**src/rtl/rns_reg_file_sb.sv**
```systemverilog
// Dual-bank (binary / RNS) register file with write-to-read bypass, a per-entry
// busy scoreboard and a handshaked bank-dump sequencer.
module rns_reg_file_sb #(
  parameter int NUM_DOMAINS = 1,
  parameter int NUM_REGS    = 8,
  localparam int W  = NUM_DOMAINS * 8,
  localparam int AW = $clog2(NUM_REGS)
) (
  input  logic          clk,
  input  logic          reset,
  input  logic          wr_en,
  input  logic          wr_bank,
  input  logic [AW-1:0] wr_addr,
  input  logic [W-1:0]  wr_data,
  input  logic [AW:0]   rd_addr1,
  input  logic [AW:0]   rd_addr2,
  input  logic [AW-1:0] rd_addr3,
  output logic [W-1:0]  rd_data1,
  output logic [W-1:0]  rd_data2,
  output logic [W-1:0]  rd_data3,
  output logic          busy1,
  output logic          busy2,
  input  logic          rsv_en,
  input  logic          rsv_bank,
  input  logic [AW-1:0] rsv_addr,
  input  logic          dump_start,
  input  logic          dump_bank,
  output logic          dump_valid,
  input  logic          dump_ready,
  output logic [AW-1:0] dump_addr,
  output logic [W-1:0]  dump_data,
  output logic          dump_busy,
  output logic          dump_done,
  output logic [1:0]    dbg_state
);

  typedef enum logic [1:0] {
    IDLE   = 2'd0,
    STREAM = 2'd1,
    DONE   = 2'd2
  } state_t;

  logic [7:0]          bin_q [NUM_REGS];
  logic [W-1:0]        rns_q [NUM_REGS];
  logic [NUM_REGS-1:0] bsy_bin_q, bsy_bin_d;
  logic [NUM_REGS-1:0] bsy_rns_q, bsy_rns_d;
  state_t              state_q, state_d;
  logic [AW-1:0]       ptr_q, ptr_d;
  logic                bank_q, bank_d;

  function automatic logic wr_hit(input logic bank, input logic [AW-1:0] idx);
    return wr_en && (wr_bank == bank) && (wr_addr == idx);
  endfunction

  // Read with bypass: a same-cycle write to the addressed entry wins over storage.
  function automatic logic [W-1:0] rd_entry(input logic bank, input logic [AW-1:0] idx);
    logic [W-1:0] v;
    v = '0;
    if (wr_hit(bank, idx)) begin
      if (bank) v = wr_data;
      else      v[7:0] = wr_data[7:0];
    end else if (bank) begin
      v = rns_q[idx];
    end else begin
      v[7:0] = bin_q[idx];
    end
    return v;
  endfunction

  function automatic logic rd_busy(input logic bank, input logic [AW-1:0] idx);
    logic f;
    f = bank ? bsy_rns_q[idx] : bsy_bin_q[idx];
    return f && !wr_hit(bank, idx);
  endfunction

  always_comb begin
    rd_data1 = rd_entry(rd_addr1[AW], rd_addr1[AW-1:0]);
    rd_data2 = rd_entry(rd_addr2[AW], rd_addr2[AW-1:0]);
    rd_data3 = rd_entry(1'b0, rd_addr3);
    busy1    = rd_busy(rd_addr1[AW], rd_addr1[AW-1:0]);
    busy2    = rd_busy(rd_addr2[AW], rd_addr2[AW-1:0]);
  end

  // Reservation is applied after the write-back clear so a new reservation wins.
  always_comb begin
    bsy_bin_d = bsy_bin_q;
    bsy_rns_d = bsy_rns_q;
    if (wr_en) begin
      if (wr_bank) bsy_rns_d[wr_addr] = 1'b0;
      else         bsy_bin_d[wr_addr] = 1'b0;
    end
    if (rsv_en) begin
      if (rsv_bank) bsy_rns_d[rsv_addr] = 1'b1;
      else          bsy_bin_d[rsv_addr] = 1'b1;
    end
  end

  always_ff @(posedge clk or negedge reset) begin
    if (!reset) begin
      for (int i = 0; i < NUM_REGS; i++) begin
        bin_q[i] <= '0;
        rns_q[i] <= '0;
      end
      bsy_bin_q <= '0;
      bsy_rns_q <= '0;
    end else begin
      if (wr_en) begin
        if (wr_bank) rns_q[wr_addr] <= wr_data;
        else         bin_q[wr_addr] <= wr_data[7:0];
      end
      bsy_bin_q <= bsy_bin_d;
      bsy_rns_q <= bsy_rns_d;
    end
  end

  // Dump handshake: a beat transfers on a rising edge where dump_valid and
  // dump_ready are both high; dump_valid stays high with stable address until then.
  always_comb begin
    state_d    = state_q;
    ptr_d      = ptr_q;
    bank_d     = bank_q;
    dump_valid = 1'b0;
    dump_done  = 1'b0;
    dump_busy  = 1'b0;
    case (state_q)
      IDLE: begin
        if (dump_start) begin
          bank_d  = dump_bank;
          ptr_d   = '0;
          state_d = STREAM;
        end
      end
      STREAM: begin
        dump_valid = 1'b1;
        dump_busy  = 1'b1;
        if (dump_ready) begin
          if (ptr_q == AW'(NUM_REGS - 1)) state_d = DONE;
          else                            ptr_d   = ptr_q + AW'(1);
        end
      end
      DONE: begin
        dump_done = 1'b1;
        dump_busy = 1'b1;
        ptr_d     = '0;
        state_d   = IDLE;
      end
      default: state_d = IDLE;
    endcase
  end

  always_ff @(posedge clk or negedge reset) begin
    if (!reset) begin
      state_q <= IDLE;
      ptr_q   <= '0;
      bank_q  <= 1'b0;
    end else begin
      state_q <= state_d;
      ptr_q   <= ptr_d;
      bank_q  <= bank_d;
    end
  end

  assign dump_addr = ptr_q;
  assign dump_data = rd_entry(bank_q, ptr_q);
  assign dbg_state = state_q;

endmodule

```
**config.mk**
```make
export PLATFORM = sky130hd
export DESIGN_NAME = rns_reg_file_sb
export DESIGN_NICKNAME = d
export VERILOG_FILES = /design/src/rtl/rns_reg_file_sb.sv
export SDC_FILE = /design/constraint.sdc
export NUM_CORES = 1
export LEC_CHECK = 0
export CELL_PAD_IN_SITES_DETAIL_PLACEMENT = 1
export CELL_PAD_IN_SITES_GLOBAL_PLACEMENT = 2
export CORE_MARGIN = 1
export CORE_UTILIZATION = 44
export CTS_CLUSTER_SIZE = 24
export DETAILED_ROUTE_END_ITERATION = 10
export PLACE_DENSITY_LB_ADDON = 0.05
export SYNTH_ARGS = -nofsm -noshare
export SYNTH_HDL_FRONTEND = slang
export SYNTH_SLANG_ARGS = --single-unit
export TNS_END_PERCENT = 30
```
**constraint.sdc**
```tcl
create_clock -name clk -period 2.45 [get_ports clk]
set_input_delay 0.3675 -clock clk [delete_from_list [all_inputs] [get_ports clk]]
set_output_delay 0.3675 -clock clk [all_outputs]
set_load 0.02 [all_outputs]
```
==> impl_results.md <==
- Largest net degree at the start of global routing: 63
- Final Skew: ~0.0085 ns
- Synth Register Bits: 150
- I/O pin total: 76
- Achievable clock frequency: 364 MHz
- Critical path class: flip-flop to output port
- Total wire length: about 35 mm
- PwrDens: 887 nW/um^2
- Main flop type after synthesis: dfrtp_1
- Vias: roughly 7,400
- Worst r2r dst: dump_addr[0]$_DFFE_PN0P_
- Clock sinks: 150
- GRT Total Usage: 30.7%
- Async set-or-reset flop fraction in the synthesized netlist: between 90% and 100%
- Worst setup margin: -0.301 ns
- First-pass GRT wire length: approximately 53 mm
- Vias in the first global route: 7,887
- Core footprint: about 23,000 um^2
- Height of the chip: 156 um
- CTS tree: yes
- Hold Vio Cnt, Final: 0
- Fin Hold WS: ~0.43 ns
- Pins Over Slew Limit: 0
- Detail Placement HPWL: approximately 24 mm
- Vias per inst: approximately 6.3
- Crit path arrival time: 2.38 ns
- Maximum vdd drop: between 0.0005 and 0.0006 V
- Post-Syn Area: about 10,000 um^2
- Rows: 56
- Die X: between 150 and 200 um
- Final ANT Viol Nets: 0
- Hold Path Class: input port to asynchronous set/reset pin
- Crit path to: dump_data[5]
- Area contributors post-synth: dfrtp_1, mux4_2, mux2_2
- Register area share after synthesis: about 36%
- Clock Tree Root: clkbuf_16
- Final period util: 112%
- Post-Syn Instances: between 700 and 800
- Worst reg2reg path startpoint: dump_addr[0]$_DFFE_PN0P_
- Share of post-route cells with drive strength above 1: 54.0%
- Post-layout minimum cycle time: roughly 2.8 ns
- Unrepaired setup endpoints after global routing: true
- Crit path max fanout: 6
- DR iter-0 viols: about 500
- Max_cap viols: 0
- Diodes inserted: 0
- Die area: approximately 24,000 um^2
- Nets: 889
- Top post-synthesis cells by count: dfrtp_1, mux2_2, mux4_2
- Syn nets: 750
- RePlAce Congestion: roughly 0.9
- DR pass1 iterations: 4
- Worst slack at placement: -0.631 ns
- Worst Max-Slew Pin Slew: between 0.5 and 0.6 ns
- Routed len/inst: between 20 and 30 um
- Layout area overhead: 23.6%
- Worst EP required: between 2 and 2.5 ns
- Antenna violations before repair: 0
- Leak: 5.42 nW
- DRC Markers: 0
- Cell depth of the worst flop-to-flop path: 10
- Setup crit end kind: output port
- IO Port Bufs: between 70 and 80
- Syn. warnings: 0
- Fill count: roughly 2,300
- CP startpoint: dump_addr[0]$_DFFE_PN0P_
- Most frequent cell after synthesis: dfrtp_1
- H-tree depth: 4
- Netlist cell types: 38
- Clk slew on worst S/H paths: approximately 0.070 ns
- Outcome: finished with violations
- Failing checks: negative setup slack
- Final setup violation count: 11
- Slew Limit Headroom: between 60% and 70%
- Flop2flop setup slack: about 0.30 ns
- Syn avg cell area: 14.8 um^2
- Area share of the largest cell type after synthesis: a little over a third
- Crit start category: flip-flop
- CTS Buf Count: 17
- Starting Density: between 40 and 50%
- Leading area contributor after synthesis: dfrtp_1
- GRT Residual Overflow: 0
- Number of synthesized flops with an enable pin: 0
- Clk Latency, worst-skew pair: about 0.43 ns
- Clock buffer depth: 2
logic make-up (layout without fill, tap and decap cells):
family / Yosys count / count (layout) / share of synthesized area [%]
AND/OR/NAND/NOR: 63 / 63 / 3.63
XOR/XNOR: 15 / 15 / 1.33
flip-flops: 150 / 150 / 35.9
buffers and inverters: 76 / 228 / 4.25
adder cells (fa/ha/maj): 8 / 8 / 0.958
multiplexers: 356 / 356 / 51.7
AO/OA/AOI/OAI: 40 / 40 / 2.21
how the worst min path moves through the flow:
stage	depth (start not counted)	endpoint	slack [ns]	startpoint
after floorplan	0	bank_q$_DFFE_PN0P_	0.07	reset
after global placement	1	bsy_bin_q[4]$_DFF_PN0_	0.32	reset
after detailed placement	1	bsy_bin_q[4]$_DFF_PN0_	0.32	reset
after CTS	2	bsy_bin_q[4]$_DFF_PN0_	0.43	reset
after global routing	2	bsy_bin_q[4]$_DFF_PN0_	0.45	reset
final	2	bsy_bin_q[4]$_DFF_PN0_	0.43	reset
state kept, by name, summed over array words and instances (netlist names):
signal,count
bsy_bin_q,8
bank_q,1
rns_q,64
bsy_rns_q,8
bin_q,64
dbg_state,2
dump_addr,3
report_power, final:
part	internal [mW]	switching, mW
sequential	3.08	0.686
clock	1.38	1.11
combinational	2.96	2.25
what timing repair did:
| action | 4_1_cts | 5_1_grt |
|---|---|---|
| gates resized for setup | 171 | 58 |
| pin swaps | 2 | 0 |
| gates cloned | 3 | 0 |
| buffers inserted | 17 | 2 |
| hold endpoints to repair | 40 | 0 |
| endpoints found under the setup margin | 34 | 32 |
| hold buffers | 1 | 0 |
critical path, stage by stage, from the launching register on:
cell and delay (ns):
dfrtp_2 0.46, buf_12 0.16, buf_12 0.12, mux4_2 0.52, mux2i_1 0.15, mux2i_1 0.11
mux2_4 0.30, buf_6 0.13
stage by stage:
stage | total power, mW | instance area, um^2 | setup TNS, ns | utilization (%) | cells
CTS | 11.5 | 13000 | -3.70 | 55.4 | 1178
detailed placement | 8.63 | 12200 | -19.10 | 52.1 | 1125
global placement | 8.45 | 12200 | -16.31 | 52.1 | 1125
floorplan | 6.84 | 10500 | 0 | - | 708
finish | 11.5 | 12900 | -2.25 | 55.2 | 1179
global route | 12.0 | 12900 | -3.60 | 55.2 | 1179
routing by layer:
layer,global-route usage [%],part of all wire (%),vias to the layer above
met1,42.8,44,3978
met5,0,0,-
met4,9.94,2.3,0
met3,6.47,6.1,50
met2,48.0,48,292
li1,-,-,3050
layout make-up:
class                   instances  area (um^2)  area share [%]
clock inverters                 9         68.8           0.533
clock buffers                  23          478            3.70
well taps                     319          399            3.09
multi-input cells             482         6200            48.0
repair buffers                189         1990            15.4
flip-flops and latches        150         3760            29.1
inverters                       7         26.3           0.203
cells in the final DEF (no fill, tap or decap), types with 4 or more instances in the layout:
cell,count
nor4_4,4
nand2b_1,6
dfrtp_2,5
clkbuf_16,17
o21ai_0,25
mux4_1,6
buf_2,16
buf_4,79
mux2i_2,5
mux2_2,140
mux4_2,115
dfrtp_1,145
nor2_2,8
dlygate4sd2_1,10
buf_6,16
ha_1,8
nand2_1,25
clkinvlp_4,5
mux2_4,4
mux2_1,9
mux2i_1,76
buf_12,34
nand3_1,5
inv_1,6
xor2_1,11
nand3b_1,4
clkdlybuf4s50_1,26
No activity file was read; power rests on OpenSTA's default activity.
